`config.mk`:
```
export PLATFORM = sky130hd
export DESIGN_NAME = fpu_mult_sequencer_flat
export DESIGN_NICKNAME = d
export VERILOG_FILES = /design/src/rtl/fpu_mult_sequencer_if.sv /design/src/rtl/fpu_mult_sequencer.sv /design/src/flat_wrapper.sv
export SDC_FILE = /design/constraint.sdc
export NUM_CORES = 1
export LEC_CHECK = 0
export CORE_MARGIN = 2
export CORE_UTILIZATION = 53
export CTS_CLUSTER_DIAMETER = 150
export DETAILED_ROUTE_END_ITERATION = 12
export MAX_ROUTING_LAYER = met4
export PLACE_DENSITY_LB_ADDON = 0.12
export SLEW_MARGIN = 20
export SYNTH_ARGS = -nofsm -noshare
export SYNTH_HDL_FRONTEND = slang
export SYNTH_SLANG_ARGS = --single-unit
```
`constraint.sdc`:
```
create_clock -name clk -period 2.61 [get_ports clk]
set_input_delay 0.3915 -clock clk [delete_from_list [all_inputs] [get_ports clk]]
set_output_delay 0.3915 -clock clk [all_outputs]
set_load 0.05 [all_outputs]
```
`src/rtl/fpu_mult_sequencer_if.sv`:
```
// Host/datapath bundle for the floating-point multiplier sequencer.
//
// Handshake: start is a level request that is taken only while the sequencer
// is idle (busy low). Once taken, busy stays high until the host has seen ready
// and answered with ack. ready stays high until ack. ack has no effect while
// ready is low. The datapath inputs (zero_operand, mult_done, round_carry,
// overflow, underflow) are status levels. The sequencer samples each one only
// in the phase that consumes it.
interface fpu_mult_sequencer_if;
  logic       start;
  logic       ack;
  logic       zero_operand;
  logic       mult_done;
  logic       round_carry;
  logic       overflow;
  logic       underflow;
  logic       ld_oper;
  logic       ld_exp;
  logic       sgf_start;
  logic       ld_norm;
  logic       ld_round;
  logic       ld_exc;
  logic       ld_result;
  logic [1:0] sel_result;
  logic       busy;
  logic       ready;
  logic       timeout_err;

  // Sequencer side
  modport slave (
    input  start, ack, zero_operand, mult_done, round_carry, overflow, underflow,
    output ld_oper, ld_exp, sgf_start, ld_norm, ld_round, ld_exc, ld_result,
           sel_result, busy, ready, timeout_err
  );

  // Host / datapath side
  modport master (
    output start, ack, zero_operand, mult_done, round_carry, overflow, underflow,
    input  ld_oper, ld_exp, sgf_start, ld_norm, ld_round, ld_exc, ld_result,
           sel_result, busy, ready, timeout_err
  );
endinterface

```
`src/rtl/fpu_mult_sequencer.sv`:
```
// Moore control FSM for the floating-point multiplier datapath. It steps
// through these phases in order: operand load, exponent add, iterative
// significand multiply, normalize, round, exception check and result select.
// Each phase-register strobe is high for one cycle per visit. The strobes are
// registered copies of "next state == X", so they change only on clock edges.
module fpu_mult_sequencer #(
  parameter int W_EXP        = 8,
  parameter int MULT_TIMEOUT = 64
) (
  input  logic                 clk,
  input  logic                 rst_n,
  fpu_mult_sequencer_if.slave  bus,
  output logic [3:0]           dbg_state
);

  localparam int CW = $clog2(MULT_TIMEOUT);
  localparam logic [CW-1:0] CNT_MAX = CW'(MULT_TIMEOUT - 1);

  // W_EXP does not change the FSM. It exists so that an instance built for a
  // format the datapath cannot handle is rejected when the design elaborates.
  generate
    if (!((W_EXP == 8) || (W_EXP == 11)) || (MULT_TIMEOUT < 2)) begin : g_param_check
      $error("fpu_mult_sequencer: unsupported W_EXP or MULT_TIMEOUT < 2");
    end
  endgenerate

  typedef enum logic [3:0] {
    S_IDLE      = 4'd0,
    S_LOAD_OPER = 4'd1,
    S_EXP_ADD   = 4'd2,
    S_SGF_START = 4'd3,
    S_SGF_WAIT  = 4'd4,
    S_NORMALIZE = 4'd5,
    S_ROUND     = 4'd6,
    S_EXC_CHECK = 4'd7,
    S_EXC_EVAL  = 4'd8,
    S_RESULT    = 4'd9,
    S_DONE      = 4'd10
  } state_t;

  state_t        state;
  state_t        state_nxt;
  logic [CW-1:0] wait_cnt;
  logic          renorm_done;
  logic          timeout_hit;

  // mult_done wins over timeout when both happen in the same cycle.
  assign timeout_hit = (wait_cnt == CNT_MAX) && !bus.mult_done;
  assign dbg_state   = state;

  // Next-state decision. The registered outputs below are derived from it.
  always_comb begin
    state_nxt = state;
    case (state)
      S_IDLE:      if (bus.start) state_nxt = S_LOAD_OPER;
      S_LOAD_OPER: state_nxt = S_EXP_ADD;
      S_EXP_ADD:   state_nxt = bus.zero_operand ? S_RESULT : S_SGF_START;
      S_SGF_START: state_nxt = S_SGF_WAIT;
      S_SGF_WAIT: begin
        if (bus.mult_done)      state_nxt = S_NORMALIZE;
        else if (timeout_hit)   state_nxt = S_RESULT;
      end
      S_NORMALIZE: state_nxt = S_ROUND;
      // At most one renormalization pass. A second carry is ignored.
      S_ROUND:     state_nxt = (bus.round_carry && !renorm_done) ? S_NORMALIZE : S_EXC_CHECK;
      S_EXC_CHECK: state_nxt = S_EXC_EVAL;
      S_EXC_EVAL:  state_nxt = S_RESULT;
      S_RESULT:    state_nxt = S_DONE;
      S_DONE:      if (bus.ack) state_nxt = S_IDLE;
      default:     state_nxt = S_IDLE;
    endcase
  end

  // State register, registered Moore outputs, wait counter and the result select and flags.
  always_ff @(posedge clk or negedge rst_n) begin
    if (!rst_n) begin
      state           <= S_IDLE;
      wait_cnt        <= '0;
      renorm_done     <= 1'b0;
      bus.ld_oper     <= 1'b0;
      bus.ld_exp      <= 1'b0;
      bus.sgf_start   <= 1'b0;
      bus.ld_norm     <= 1'b0;
      bus.ld_round    <= 1'b0;
      bus.ld_exc      <= 1'b0;
      bus.ld_result   <= 1'b0;
      bus.sel_result  <= 2'b00;
      bus.busy        <= 1'b0;
      bus.ready       <= 1'b0;
      bus.timeout_err <= 1'b0;
    end else begin
      state         <= state_nxt;
      bus.ld_oper   <= (state_nxt == S_LOAD_OPER);
      bus.ld_exp    <= (state_nxt == S_EXP_ADD);
      bus.sgf_start <= (state_nxt == S_SGF_START);
      bus.ld_norm   <= (state_nxt == S_NORMALIZE);
      bus.ld_round  <= (state_nxt == S_ROUND);
      bus.ld_exc    <= (state_nxt == S_EXC_CHECK);
      bus.ld_result <= (state_nxt == S_RESULT);
      bus.busy      <= (state_nxt != S_IDLE);
      bus.ready     <= (state_nxt == S_DONE);

      case (state)
        S_IDLE: begin
          if (bus.start) begin
            bus.timeout_err <= 1'b0;
            bus.sel_result  <= 2'b00;
            renorm_done     <= 1'b0;
            wait_cnt        <= '0;
          end
        end
        S_EXP_ADD: begin
          if (bus.zero_operand) bus.sel_result <= 2'b01;
        end
        S_SGF_WAIT: begin
          // The counter saturates and does not wrap.
          if (wait_cnt != CNT_MAX) wait_cnt <= wait_cnt + 1'b1;
          if (timeout_hit) begin
            bus.timeout_err <= 1'b1;
            bus.sel_result  <= 2'b11;
          end
        end
        S_ROUND: begin
          if (bus.round_carry && !renorm_done) renorm_done <= 1'b1;
        end
        S_EXC_EVAL: begin
          if (bus.overflow)       bus.sel_result <= 2'b10;
          else if (bus.underflow) bus.sel_result <= 2'b01;
          else                    bus.sel_result <= 2'b00;
        end
        default: ;
      endcase
    end
  end

endmodule

```
`src/flat_wrapper.sv`:
```
// flat-port wrapper written by rule: the top's interface ports become plain ports
module fpu_mult_sequencer_flat 
#(
  parameter int W_EXP        = 8,
  parameter int MULT_TIMEOUT = 64
)
  (clk, rst_n, dbg_state, bus_start, bus_ack, bus_zero_operand, bus_mult_done, bus_round_carry, bus_overflow, bus_underflow, bus_ld_oper, bus_ld_exp, bus_sgf_start, bus_ld_norm, bus_ld_round, bus_ld_exc, bus_ld_result, bus_sel_result, bus_busy, bus_ready, bus_timeout_err);
  fpu_mult_sequencer_if bus_i ();
  input  logic clk;
  input  logic rst_n;
  output logic [3:0] dbg_state;
  input wire logic [$bits(bus_i.start)-1:0] bus_start;
  input wire logic [$bits(bus_i.ack)-1:0] bus_ack;
  input wire logic [$bits(bus_i.zero_operand)-1:0] bus_zero_operand;
  input wire logic [$bits(bus_i.mult_done)-1:0] bus_mult_done;
  input wire logic [$bits(bus_i.round_carry)-1:0] bus_round_carry;
  input wire logic [$bits(bus_i.overflow)-1:0] bus_overflow;
  input wire logic [$bits(bus_i.underflow)-1:0] bus_underflow;
  output wire logic [$bits(bus_i.ld_oper)-1:0] bus_ld_oper;
  output wire logic [$bits(bus_i.ld_exp)-1:0] bus_ld_exp;
  output wire logic [$bits(bus_i.sgf_start)-1:0] bus_sgf_start;
  output wire logic [$bits(bus_i.ld_norm)-1:0] bus_ld_norm;
  output wire logic [$bits(bus_i.ld_round)-1:0] bus_ld_round;
  output wire logic [$bits(bus_i.ld_exc)-1:0] bus_ld_exc;
  output wire logic [$bits(bus_i.ld_result)-1:0] bus_ld_result;
  output wire logic [$bits(bus_i.sel_result)-1:0] bus_sel_result;
  output wire logic [$bits(bus_i.busy)-1:0] bus_busy;
  output wire logic [$bits(bus_i.ready)-1:0] bus_ready;
  output wire logic [$bits(bus_i.timeout_err)-1:0] bus_timeout_err;
  assign bus_i.start = bus_start;
  assign bus_i.ack = bus_ack;
  assign bus_i.zero_operand = bus_zero_operand;
  assign bus_i.mult_done = bus_mult_done;
  assign bus_i.round_carry = bus_round_carry;
  assign bus_i.overflow = bus_overflow;
  assign bus_i.underflow = bus_underflow;
  assign bus_ld_oper = bus_i.ld_oper;
  assign bus_ld_exp = bus_i.ld_exp;
  assign bus_sgf_start = bus_i.sgf_start;
  assign bus_ld_norm = bus_i.ld_norm;
  assign bus_ld_round = bus_i.ld_round;
  assign bus_ld_exc = bus_i.ld_exc;
  assign bus_ld_result = bus_i.ld_result;
  assign bus_sel_result = bus_i.sel_result;
  assign bus_busy = bus_i.busy;
  assign bus_ready = bus_i.ready;
  assign bus_timeout_err = bus_i.timeout_err;
  fpu_mult_sequencer #(.W_EXP(W_EXP), .MULT_TIMEOUT(MULT_TIMEOUT)) u_core (.clk(clk), .rst_n(rst_n), .bus(bus_i), .dbg_state(dbg_state));
endmodule
```
==> flow_summary_export.csv, run 1 <==
group,metric,value,unit
detailed_routing,firstDrtPassIters,4,
grt,grt_first_pass_wirelength,4160,µm
cells_and_area,nets,153,
detailed_routing,number_of_design_rule_violations_left_by_the_first_detailed_router_iteration,23,
sta,grt_setup_unrepaired,"false",
setup_path,worstSetupStartpointType,"flop",
cells_and_area,sequential_cell_area,576,µm²
floorplan,fp.dieArea,2610,µm²
clock_tree,cts_htree_levels,1,
sta,final_min_period_over_clock_period,0.917,
clock_tree,clk-insertion-delay-late,320,ps
run,maxCapViolCount,0,
sta,setup_viol,0,
synthesis,number_of_synthesized_flops_with_an_enable_pin,0,
synthesis,synthMostInstantiatedCell,"dfrtp_1",
clock_tree,clk_pin_slew_worst_paths,120,ps
synthesis,postSynthRegisterBits,23,
cells_and_area,insertedDiodeCount,0,
setup_path,type_of_destination_of_the_critical_path,"output port",
placement,port_buffers,24,
placement,post_dp_cell_area,1420,µm²
power,totalPowerFinal,0.00163,W
grt,grt_max_degree,24,
cells_and_area,filler_cell_count,180,
setup_path,cp_num_cells,1,
clock_tree,cts_resized,0,
synthesis,most_frequently_used_flop_master_after_synthesis,"dfrtp_1",
cells_and_area,multi_input_area,528,µm²
detailed_routing,drc,0,
setup_path,reg2reg_depth,4,
setup_path,worst-setup-path-type,"flop to output port",
detailed_routing,routed_wl,2390,µm
power,worst_ir_drop_vdd,0.711,mV
setup_path,cp_num_buf_inv,1,
synthesis,synth_top_cell_by_area,"dfrtp_1",
setup_path,critPathMaxFanout,21,
sta,min_period,2390,ps
sta,timing_hold_violations_final,0,
sta,totalNegativeSetupSlack,0,ps
floorplan,initial_core_utilization,0.546,
setup_path,data_arrival_time_of_the_worst_path,2000,ps
clock_tree,postCtsSetupRepairBufs,0,
setup_path,worst_setup_sp,"u_core.dbg_state[3]",
floorplan,row_count,17,
cells_and_area,area_growth_syn_to_layout,22.9,%
sta,final-max-slew-violation-count,0,
clock_tree,clkSinkCount,23,
status,outcome,"completed",
setup_path,worstReg2RegStart,"u_core.dbg_state[3]",
clock_tree,cts_made_buffers,3,
synthesis,yosys-top-cells-count,"23 x dfrtp_1, 12 x nor2_1, 9 x o21ai_0",
grt,grt_antenna_before_repair,0,
cells_and_area,regMostFlops,"u_core.wait_cnt",
grt,grtUsageTotal,0.222,
setup_path,worst_path_slowest_cell,"clkdlybuf4s50_1",
sta,slew_headroom,0.593,
cells_and_area,largest_register_ffs,6,
detailed_routing,detail_route.vias_per_cell,5.62,
worst_hold_path,hold_path_class,"input pin to async pin",
placement,detailed_place_hpwl,1690,µm
power,power.density,1130,nW/µm²
setup_path,worst_ep_required_time,2220,ps
detailed_routing,via_count,955,
sta,worst_margin_pin_slew,610,ps
cells_and_area,finalInstanceArea,1440,µm²
setup_path,crit_chain,"clkdlybuf4s50_1",
synthesis,yosysSeqAreaShare,0.490,
detailed_routing,detail-route-antenna-nets,0,
synthesis,netlist.area_leader.share,0.490,
sta,final.setup_skew,4.34,ps
clock_tree,cts_hold_buffers,0,
synthesis,synthesized_instance_count,118,
synthesis,ys_async_sr_fraction,1.00,
cells_and_area,layout-drive-gt1-share,0.0704,
detailed_routing,avgRoutedWirePerCell,14.1,µm
synthesis,yosys_warnings,0,
clock_tree,tritoncts,"done",
clock_tree,ctsRootBufferMaster,"clkbuf_4",
synthesis,synth_top_cells_by_area,"dfrtp_1 49%, o21ai_0 3.8%, nor2_1 3.8%",
sta,fmax,0.418,GHz
synthesis,avgSynthCellArea,9.95,µm²
floorplan,die-width,51.1,µm
placement,routability_congestion_estimate,0.818,
synthesis,synth.distinct_cells,38,
setup_path,path_delay_family,"buffers and inverters",
grt,globalRoute.totalOverflow,0,
synthesis,synth.net_count,128,
floorplan,dieHeight,51.1,µm
cells_and_area,layout.core_utilization,0.672,
floorplan,floorplan.io_pins,25,
power,static-leakage-power,0.622,nW
synthesis,mappedNetlistArea,1170,µm²
grt,grt_pass1_vias,886,
floorplan,core-area,2150,µm²
setup_path,critical-path-max-stage-delay,930,ps
clock_tree,cts.path.max_buffers,2,
==> cells by family (layout without fill, tap and decap cells) <==
logic type,Yosys count,after routing,share of synthesized area
AO/OA/AOI/OAI,24,24,0.143
XOR/XNOR,5,5,0.0373
adder cells (fa/ha/maj),1,1,0.0107
buffers and inverters,13,37,0.0597
flip-flops,23,23,0.490
multiplexers,2,2,0.0192
AND/OR/NAND/NOR,50,50,0.240
==> cell usage in the layout (no fill, tap or decap), drive strengths merged, types with 3 or more instances in the layout <==
cell,n
clkdlybuf4s50,24
xor2,3
clkbuf,4
a21oi,3
nor2,12
nor3,8
nand2,5
o21ai,9
nand2b,6
inv,8
nand3,5
dfrtp,23
==> final timing paths <==
| kind | end | slack, ps |
|---|---|---|
| worst max-delay path | dbg_state[3] | 220 |
| worst min-delay path | u_core.renorm_done | 410 |
| worst max register to register | u_core.bus.sel_result[1] | 670 |
| worst min register to register | u_core.renorm_done | 520 |
| max in group asynchronous | u_core.bus.sel_result[0] | 1980 |
| min in group clk | u_core.renorm_done | 520 |
==> where the power goes <==
group          internal, W  total, W  switching [W]
logic             0.000330  0.000863       0.000534
registers         0.000455  0.000597       0.000142
clock network    0.0000599  0.000166       0.000107
total             0.000844   0.00163       0.000782
==> metrics by stage <==
| step | setup slack (ps) | instances | hold slack [ps] |
|---|---|---|---|
| 2_1_floorplan | 698 | 118 | 95.9 |
| 3_3_place_gp | 626 | 166 | 485 |
| 3_5_place_dp | 587 | 166 | 491 |
| 4_1_cts | 210 | 170 | 420 |
| 5_1_grt | 140 | 170 | 447 |
| 6_report | 218 | 170 | 407 |
==> cell type report <==
type                            count  area share
Clock buffer                        4      0.0182
Inverter                            8      0.0208
Multi-Input combinational cell     82       0.366
Sequential cell                    23       0.399
Tap cell                           28      0.0243
Timing Repair Buffer               25       0.172
==> metal layers <==
metal | wire (µm) | global-route usage | part of all wire | up-vias
met4 | 61 | 0.0991 | 0.026 | 0
met2 | 1130 | 0.348 | 0.47 | 38
met1 | 1020 | 0.287 | 0.43 | 449
li1 | - | - | - | 460
met5 | 0 | - | 0 | -
met3 | 171 | 0.0322 | 0.072 | 8
(Power assumes the default switching activity.)
==> inputs of run 2 (changes only) <==
--- a/config.mk
+++ b/config.mk
@@ -11,6 +11,7 @@
 export DETAILED_ROUTE_END_ITERATION = 12
 export MAX_ROUTING_LAYER = met4
 export PLACE_DENSITY_LB_ADDON = 0.12
+export SKIP_LAST_GASP = 1
 export SLEW_MARGIN = 20
 export SYNTH_ARGS = -nofsm -noshare
 export SYNTH_HDL_FRONTEND = slang
==> results of run 2 <==
Same layout as run 1: the final DEF is identical, and so are final timing and power.
